## config.mk

```make
export PLATFORM = sky130hd
export DESIGN_NAME = lmsm_sequencer_flat
export DESIGN_NICKNAME = d
export VERILOG_FILES = /design/src/rtl/lmsm_sequencer_if.sv /design/src/rtl/lmsm_sequencer.sv /design/src/flat_wrapper.sv
export SDC_FILE = /design/constraint.sdc
export NUM_CORES = 1
export LEC_CHECK = 0
export CAP_MARGIN = 40
export CORE_MARGIN = 2
export CORE_UTILIZATION = 47
export DETAILED_ROUTE_END_ITERATION = 10
export GPL_ROUTABILITY_DRIVEN = 1
export GPL_TIMING_DRIVEN = 0
export PLACE_DENSITY = 0.85
export SLEW_MARGIN = 5
export SYNTH_ARGS = -nofsm -noshare
export SYNTH_HDL_FRONTEND = slang
export SYNTH_SLANG_ARGS = --single-unit
```

## constraint.sdc

```tcl
create_clock -name clk -period 2 [get_ports clk]
set_clock_uncertainty 0.15 [all_clocks]
set_input_delay 0.4 -clock clk [delete_from_list [all_inputs] [get_ports clk]]
set_output_delay 0.4 -clock clk [all_outputs]
set_load 0.02 [all_outputs]
```

## src/rtl/lmsm_sequencer_if.sv

```systemverilog
// Controller/memory-side bundle of the LM/SM sequencer: launch request, memory
// handshake and datapath strobes. The master side drives the launch fields and mem_ready.
interface lmsm_sequencer_if #(
  parameter int unsigned ADDR_W = 16,
  parameter int unsigned NREG   = 8,
  parameter int unsigned IDX_W  = 3
);
  logic              start;
  logic              is_store;
  logic [NREG-1:0]   reg_mask;
  logic [ADDR_W-1:0] base_addr;
  logic              mem_ready;
  logic              busy;
  logic              done;
  logic [IDX_W-1:0]  reg_idx;
  logic [ADDR_W-1:0] mem_addr;
  logic              mem_req;
  logic              mem_we;
  logic              rf_rd;
  logic              regw;
  logic [3:0]        count;

  modport master (
    output start, is_store, reg_mask, base_addr, mem_ready,
    input  busy, done, reg_idx, mem_addr, mem_req, mem_we, rf_rd, regw, count
  );

  modport slave (
    input  start, is_store, reg_mask, base_addr, mem_ready,
    output busy, done, reg_idx, mem_addr, mem_req, mem_we, rf_rd, regw, count
  );
endinterface

```

## src/rtl/lmsm_sequencer.sv

```systemverilog
// Load-Multiple / Store-Multiple sequencer: walks the latched register mask from R0
// upward, issuing one handshaked memory transfer per set bit, then pulses done.
module lmsm_sequencer #(
  parameter int unsigned ADDR_W = 16,
  parameter int unsigned NREG   = 8,
  parameter int unsigned IDX_W  = 3
) (
  input  logic              clk,
  input  logic              reset_pin,
  lmsm_sequencer_if.slave   bus
);

  localparam logic [1:0] StIdle  = 2'd0;
  localparam logic [1:0] StIssue = 2'd1;
  localparam logic [1:0] StDone  = 2'd2;

  logic [1:0]        state_q, state_d;
  logic [NREG-1:0]   mask_q, mask_d;
  logic [ADDR_W-1:0] addr_q, addr_d;
  logic              store_q, store_d;
  logic [3:0]        count_q, count_d;
  logic [NREG-1:0]   low_bit;
  logic [IDX_W-1:0]  idx;

  // Isolate the lowest pending bit; it is the one retired by the current transfer.
  assign low_bit = mask_q & (~mask_q + NREG'(1));

  // Priority encoder: lowest set bit wins (R0 highest priority).
  always_comb begin
    idx = '0;
    for (int i = int'(NREG) - 1; i >= 0; i--) begin
      if (mask_q[i]) begin
        idx = IDX_W'(i);
      end
    end
  end

  // Next-state: launch latching, per-transfer retirement and completion.
  always_comb begin
    state_d = state_q;
    mask_d  = mask_q;
    addr_d  = addr_q;
    store_d = store_q;
    count_d = count_q;
    case (state_q)
      StIdle: begin
        if (bus.start) begin
          mask_d  = bus.reg_mask;
          addr_d  = bus.base_addr;
          store_d = bus.is_store;
          count_d = 4'd0;
          state_d = (bus.reg_mask == '0) ? StDone : StIssue;
        end
      end
      StIssue: begin
        if (bus.mem_ready) begin
          mask_d  = mask_q & ~low_bit;
          addr_d  = addr_q + ADDR_W'(1);
          count_d = count_q + 4'd1;
          if ((mask_q & ~low_bit) == '0) begin
            state_d = StDone;
          end
        end
      end
      StDone:  state_d = StIdle;
      default: state_d = StIdle;
    endcase
  end

  // State registers with synchronous reset; reset aborts any sequence silently.
  always_ff @(posedge clk) begin
    if (reset_pin) begin
      state_q <= StIdle;
      mask_q  <= '0;
      addr_q  <= '0;
      store_q <= 1'b0;
      count_q <= 4'd0;
    end else begin
      state_q <= state_d;
      mask_q  <= mask_d;
      addr_q  <= addr_d;
      store_q <= store_d;
      count_q <= count_d;
    end
  end

  // Outputs decoded from state; regw is the only one that also depends on mem_ready.
  always_comb begin
    bus.busy     = (state_q == StIssue);
    bus.mem_req  = (state_q == StIssue);
    bus.mem_we   = (state_q == StIssue) & store_q;
    bus.rf_rd    = (state_q == StIssue) & store_q;
    bus.regw     = (state_q == StIssue) & bus.mem_ready & ~store_q;
    bus.done     = (state_q == StDone);
    bus.reg_idx  = idx;
    bus.mem_addr = addr_q;
    bus.count    = count_q;
  end

endmodule

```

## src/flat_wrapper.sv

```systemverilog
// flat-port wrapper written by rule: the top's interface ports become plain ports
module lmsm_sequencer_flat 
#(
  parameter int unsigned ADDR_W = 16,
  parameter int unsigned NREG   = 8,
  parameter int unsigned IDX_W  = 3
)
  (clk, reset_pin, bus_start, bus_is_store, bus_reg_mask, bus_base_addr, bus_mem_ready, bus_busy, bus_done, bus_reg_idx, bus_mem_addr, bus_mem_req, bus_mem_we, bus_rf_rd, bus_regw, bus_count);
  lmsm_sequencer_if #(.ADDR_W(ADDR_W), .NREG(NREG), .IDX_W(IDX_W)) bus_i ();
  input  logic clk;
  input  logic reset_pin;
  input wire logic [$bits(bus_i.start)-1:0] bus_start;
  input wire logic [$bits(bus_i.is_store)-1:0] bus_is_store;
  input wire logic [$bits(bus_i.reg_mask)-1:0] bus_reg_mask;
  input wire logic [$bits(bus_i.base_addr)-1:0] bus_base_addr;
  input wire logic [$bits(bus_i.mem_ready)-1:0] bus_mem_ready;
  output wire logic [$bits(bus_i.busy)-1:0] bus_busy;
  output wire logic [$bits(bus_i.done)-1:0] bus_done;
  output wire logic [$bits(bus_i.reg_idx)-1:0] bus_reg_idx;
  output wire logic [$bits(bus_i.mem_addr)-1:0] bus_mem_addr;
  output wire logic [$bits(bus_i.mem_req)-1:0] bus_mem_req;
  output wire logic [$bits(bus_i.mem_we)-1:0] bus_mem_we;
  output wire logic [$bits(bus_i.rf_rd)-1:0] bus_rf_rd;
  output wire logic [$bits(bus_i.regw)-1:0] bus_regw;
  output wire logic [$bits(bus_i.count)-1:0] bus_count;
  assign bus_i.start = bus_start;
  assign bus_i.is_store = bus_is_store;
  assign bus_i.reg_mask = bus_reg_mask;
  assign bus_i.base_addr = bus_base_addr;
  assign bus_i.mem_ready = bus_mem_ready;
  assign bus_busy = bus_i.busy;
  assign bus_done = bus_i.done;
  assign bus_reg_idx = bus_i.reg_idx;
  assign bus_mem_addr = bus_i.mem_addr;
  assign bus_mem_req = bus_i.mem_req;
  assign bus_mem_we = bus_i.mem_we;
  assign bus_rf_rd = bus_i.rf_rd;
  assign bus_regw = bus_i.regw;
  assign bus_count = bus_i.count;
  lmsm_sequencer #(.ADDR_W(ADDR_W), .NREG(NREG), .IDX_W(IDX_W)) u_core (.clk(clk), .reset_pin(reset_pin), .bus(bus_i));
endmodule
```

==> impl_metrics.json <==
{
  "status": "finished, final reports clean",
  "h-tree-depth": 2,
  "worstPathMaxFanout": 5,
  "netlist_area_mm2": 0.00188,
  "reg2reg_depth": 5,
  "slew_headroom": 0.593,
  "power_frac_seq": 0.364,
  "pin_count": 58,
  "netlist_instances": 244,
  "row_count": 22,
  "worstPathCellList": "ha_1 > nand4_1 > or2_4 > or3_1 > a31oi_1",
  "required_ns": 2.07,
  "synth-seq-cells": 31,
  "clock_latency_ns": 0.29,
  "crit_buf_inv": 0,
  "grt_pass1_vias": 1949,
  "yosys.area.top_type": "dfxtp_1",
  "avgSynthCellArea_um2": 7.71,
  "synth_edf_count": 0,
  "hold_path_class": "reg2reg",
  "setup_viol": 0,
  "die_area_mm2": 0.00453,
  "worstSetupStartpointType": "flip-flop",
  "pwr-share-clk": 0.316,
  "cts_buffer_depth": 2,
  "fin_ws_ns": 0.0259,
  "grt.total_usage": 0.275,
  "synth.top_cell.area_share": 0.330,
  "grt_max_degree": 20,
  "synthTopCellsByArea": "dfxtp_1 (33%), a21oi_1 (7.4%), o21ai_0 (5.3%), nand2_1 (4.4%), nor2_1 (3.4%)",
  "antenna_left": 0,
  "syn2layout_area_growth_pct": 45.7,
  "wire_per_inst_um": 16.6,
  "hpwl_mm": 4.00,
  "drtIter0Drc": 245,
  "tightest_slew_ns": 0.611,
  "cts_hold_buf": 0,
  "grt_overflow": 0,
  "cts_root_buf": "clkbuf_8",
  "place_congestion": 0.921,
  "combPwrFrac": 0.321,
  "synth_cell_types": 55,
  "clk_pin_slew_ns": 0.07,
  "crit_type": "reg2reg",
  "total_power_mw": 2.08,
  "hold_viol": 0,
  "crit_family": "simple AND/OR/NAND/NOR gates",
  "die_x_um": 67.3,
  "diodes": 0,
  "chipHeight_um": 67.3,
  "final_nets": 345,
  "regToRegStartpoint": "u_core.bus.mem_addr[1]$_SDFFE_PP0P_",
  "core_area_mm2": 0.00374,
  "cts_tree": "yes",
  "synth_flop_cell": "dfxtp_1",
  "tns_ns": 0,
  "endpoint_kind": "flip-flop",
  "antenna_found_initial": 0,
  "synth.net_count": 275,
  "final_max_slew_viol_count": 0,
  "cts_buffers": 5,
  "synth_common_cells": "dfxtp_1 (31), a21oi_1 (28), nand2_1 (22), o21ai_0 (20), nor2_1 (17)",
  "min_from": "u_core.bus.mem_addr[0]$_SDFFE_PP0P_",
  "drive_gt1_frac": 0.168,
  "cp.depth": 5,
  "drc_errors": 0,
  "start_util": 0.503,
  "yosysSeqAreaShare": 0.330,
  "cts_sinks": 31,
  "p_int_mw": 1.40,
  "worstPathArrival_ns": 2.04,
  "grt_pass1_wl_mm": 9.34,
  "max_freq_ghz": 0.507,
  "port_buffers": 56,
  "startpoint": "u_core.bus.mem_addr[1]$_SDFFE_PP0P_",
  "crit_slowest_cell": "dfxtp_1",
  "p_switching_uw": 680,
  "dr.pass1.iters": 5,
  "peakVddDrop_v": 0.000390,
  "vias": 2195,
  "viasPerCell": 6.05,
  "p_leak_nw": 1.02,
  "pre_cts_ws_ns": -0.546,
  "synth_most_common_cell": "dfxtp_1",
  "max_stage_delay_ns": 0.38,
  "min_period_ns": 1.97,
  "async_flop_share": 0,
  "fin_crit_sh": 0.987,
  "drt-total-wl_mm": 6.03,
  "whs_path_depth": 1,
  "swShare": 0.327,
  "drv_cap": 0,
  "ys_warn_count": 0,
  "powerDensity_mw_per_mm2": 757
}
==> placed cells by master, fill, tap and decap left out, types with 4 or more instances in the layout <==
| master | n |
|---|---|
| nand2b_1 | 4 |
| buf_2 | 5 |
| nor2b_1 | 4 |
| o21ai_1 | 7 |
| o21ai_0 | 13 |
| nor4b_1 | 4 |
| clkdlybuf4s50_1 | 44 |
| dfxtp_1 | 24 |
| and2_1 | 7 |
| nand3_1 | 8 |
| clkbuf_1 | 5 |
| dlygate4sd2_1 | 4 |
| a31oi_1 | 4 |
| dfxtp_2 | 6 |
| nor2_1 | 17 |
| a21oi_1 | 28 |
| nor3_1 | 6 |
| a311oi_1 | 4 |
| nand2_1 | 22 |
| clkbuf_8 | 6 |
| buf_4 | 13 |
| inv_1 | 5 |
==> sequential cells by signal (all words and copies together) (netlist names) <==
name	cells
u_core.bus.mem_addr	16
u_core.mask_q	8
u_core.bus.count	4
u_core.state_q	2
u_core.store_q	1
==> metrics by stage <==
| stage | instance area [um2] | cells | hold WS (ns) | utilization |
|---|---|---|---|---|
| 6_report | 2740 | 363 | 0.350 | 0.733 |
| 5_1_grt | 2740 | 363 | 0.393 | 0.733 |
| 4_1_cts | 2720 | 361 | 0.356 | 0.727 |
| 3_5_place_dp | 2500 | 348 | 0.344 | 0.669 |
| 3_3_place_gp | 2500 | 348 | 0.323 | 0.669 |
| 2_1_floorplan | 1880 | 244 | 0.326 | - |
==> worst reg2reg max path, delay by kind of cell, from the launching register on <==
kind                       cells  cell delay (ns)
adders and majority gates      1             0.23
and+or+nand+nor                3             0.99
DFF                            1             0.38
AOI/OAI and AO/OA              1             0.15
==> cell families after synthesis <==
kind of cell / synth area share
and+or+nand+nor: 0.277
AOI/OAI and AO/OA: 0.275
DFF: 0.330
buffers and inverters: 0.0612
muxes: 0.0293
adders and majority gates: 0.0186
xor gates and xnor gates: 0.00931
==> layer usage <==
layer | vias to the layer above | GRT usage | routed length [um]
met5 | - | 0 | 0
met4 | 0 | 0.130 | 178
met3 | 20 | 0.0583 | 533
met2 | 119 | 0.437 | 2860
met1 | 1019 | 0.356 | 2450
li1 | 1037 | - | -
==> power groups by stage <==
| stage | sequential, mW | combinational, mW | clock [mW] |
|---|---|---|---|
| finish | 0.755 | 0.666 | 0.655 |
| global route | 0.764 | 0.711 | 0.681 |
| CTS | 0.749 | 0.655 | 0.652 |
| detailed placement | 0.758 | 0.616 | 0 |
| global placement | 0.756 | 0.609 | 0 |
| floorplan | 0.789 | 0.321 | 0 |
==> cell type report <==
type	instances	area, um2
multi-input combinational	189	1190
fill	291	1000
sequential	31	632
timing repair buffer	64	597
buffer	17	120
clock buffer	6	82.6
tap	48	60.1
clock inverter	2	35.0
inverter	6	25.0
==> worst paths after layout <==
kind	end	slack [ns]
worst min-delay path	u_core.bus.mem_addr[0]$_SDFFE_PP0P_	0.35
worst min register to register	u_core.bus.mem_addr[0]$_SDFFE_PP0P_	0.35
worst max-delay path	u_core.bus.mem_addr[14]$_SDFFE_PP0P_	0.03
worst max register to register	u_core.bus.mem_addr[14]$_SDFFE_PP0P_	0.03
==> what timing repair did <==
action                     in CTS  in global routing
setup endpoints to repair      25                 21
buffers inserted                6                  2
gates resized for setup        47                 21
pin swaps                       1                  0
Note: power is estimated with default switching activity, not from simulation.
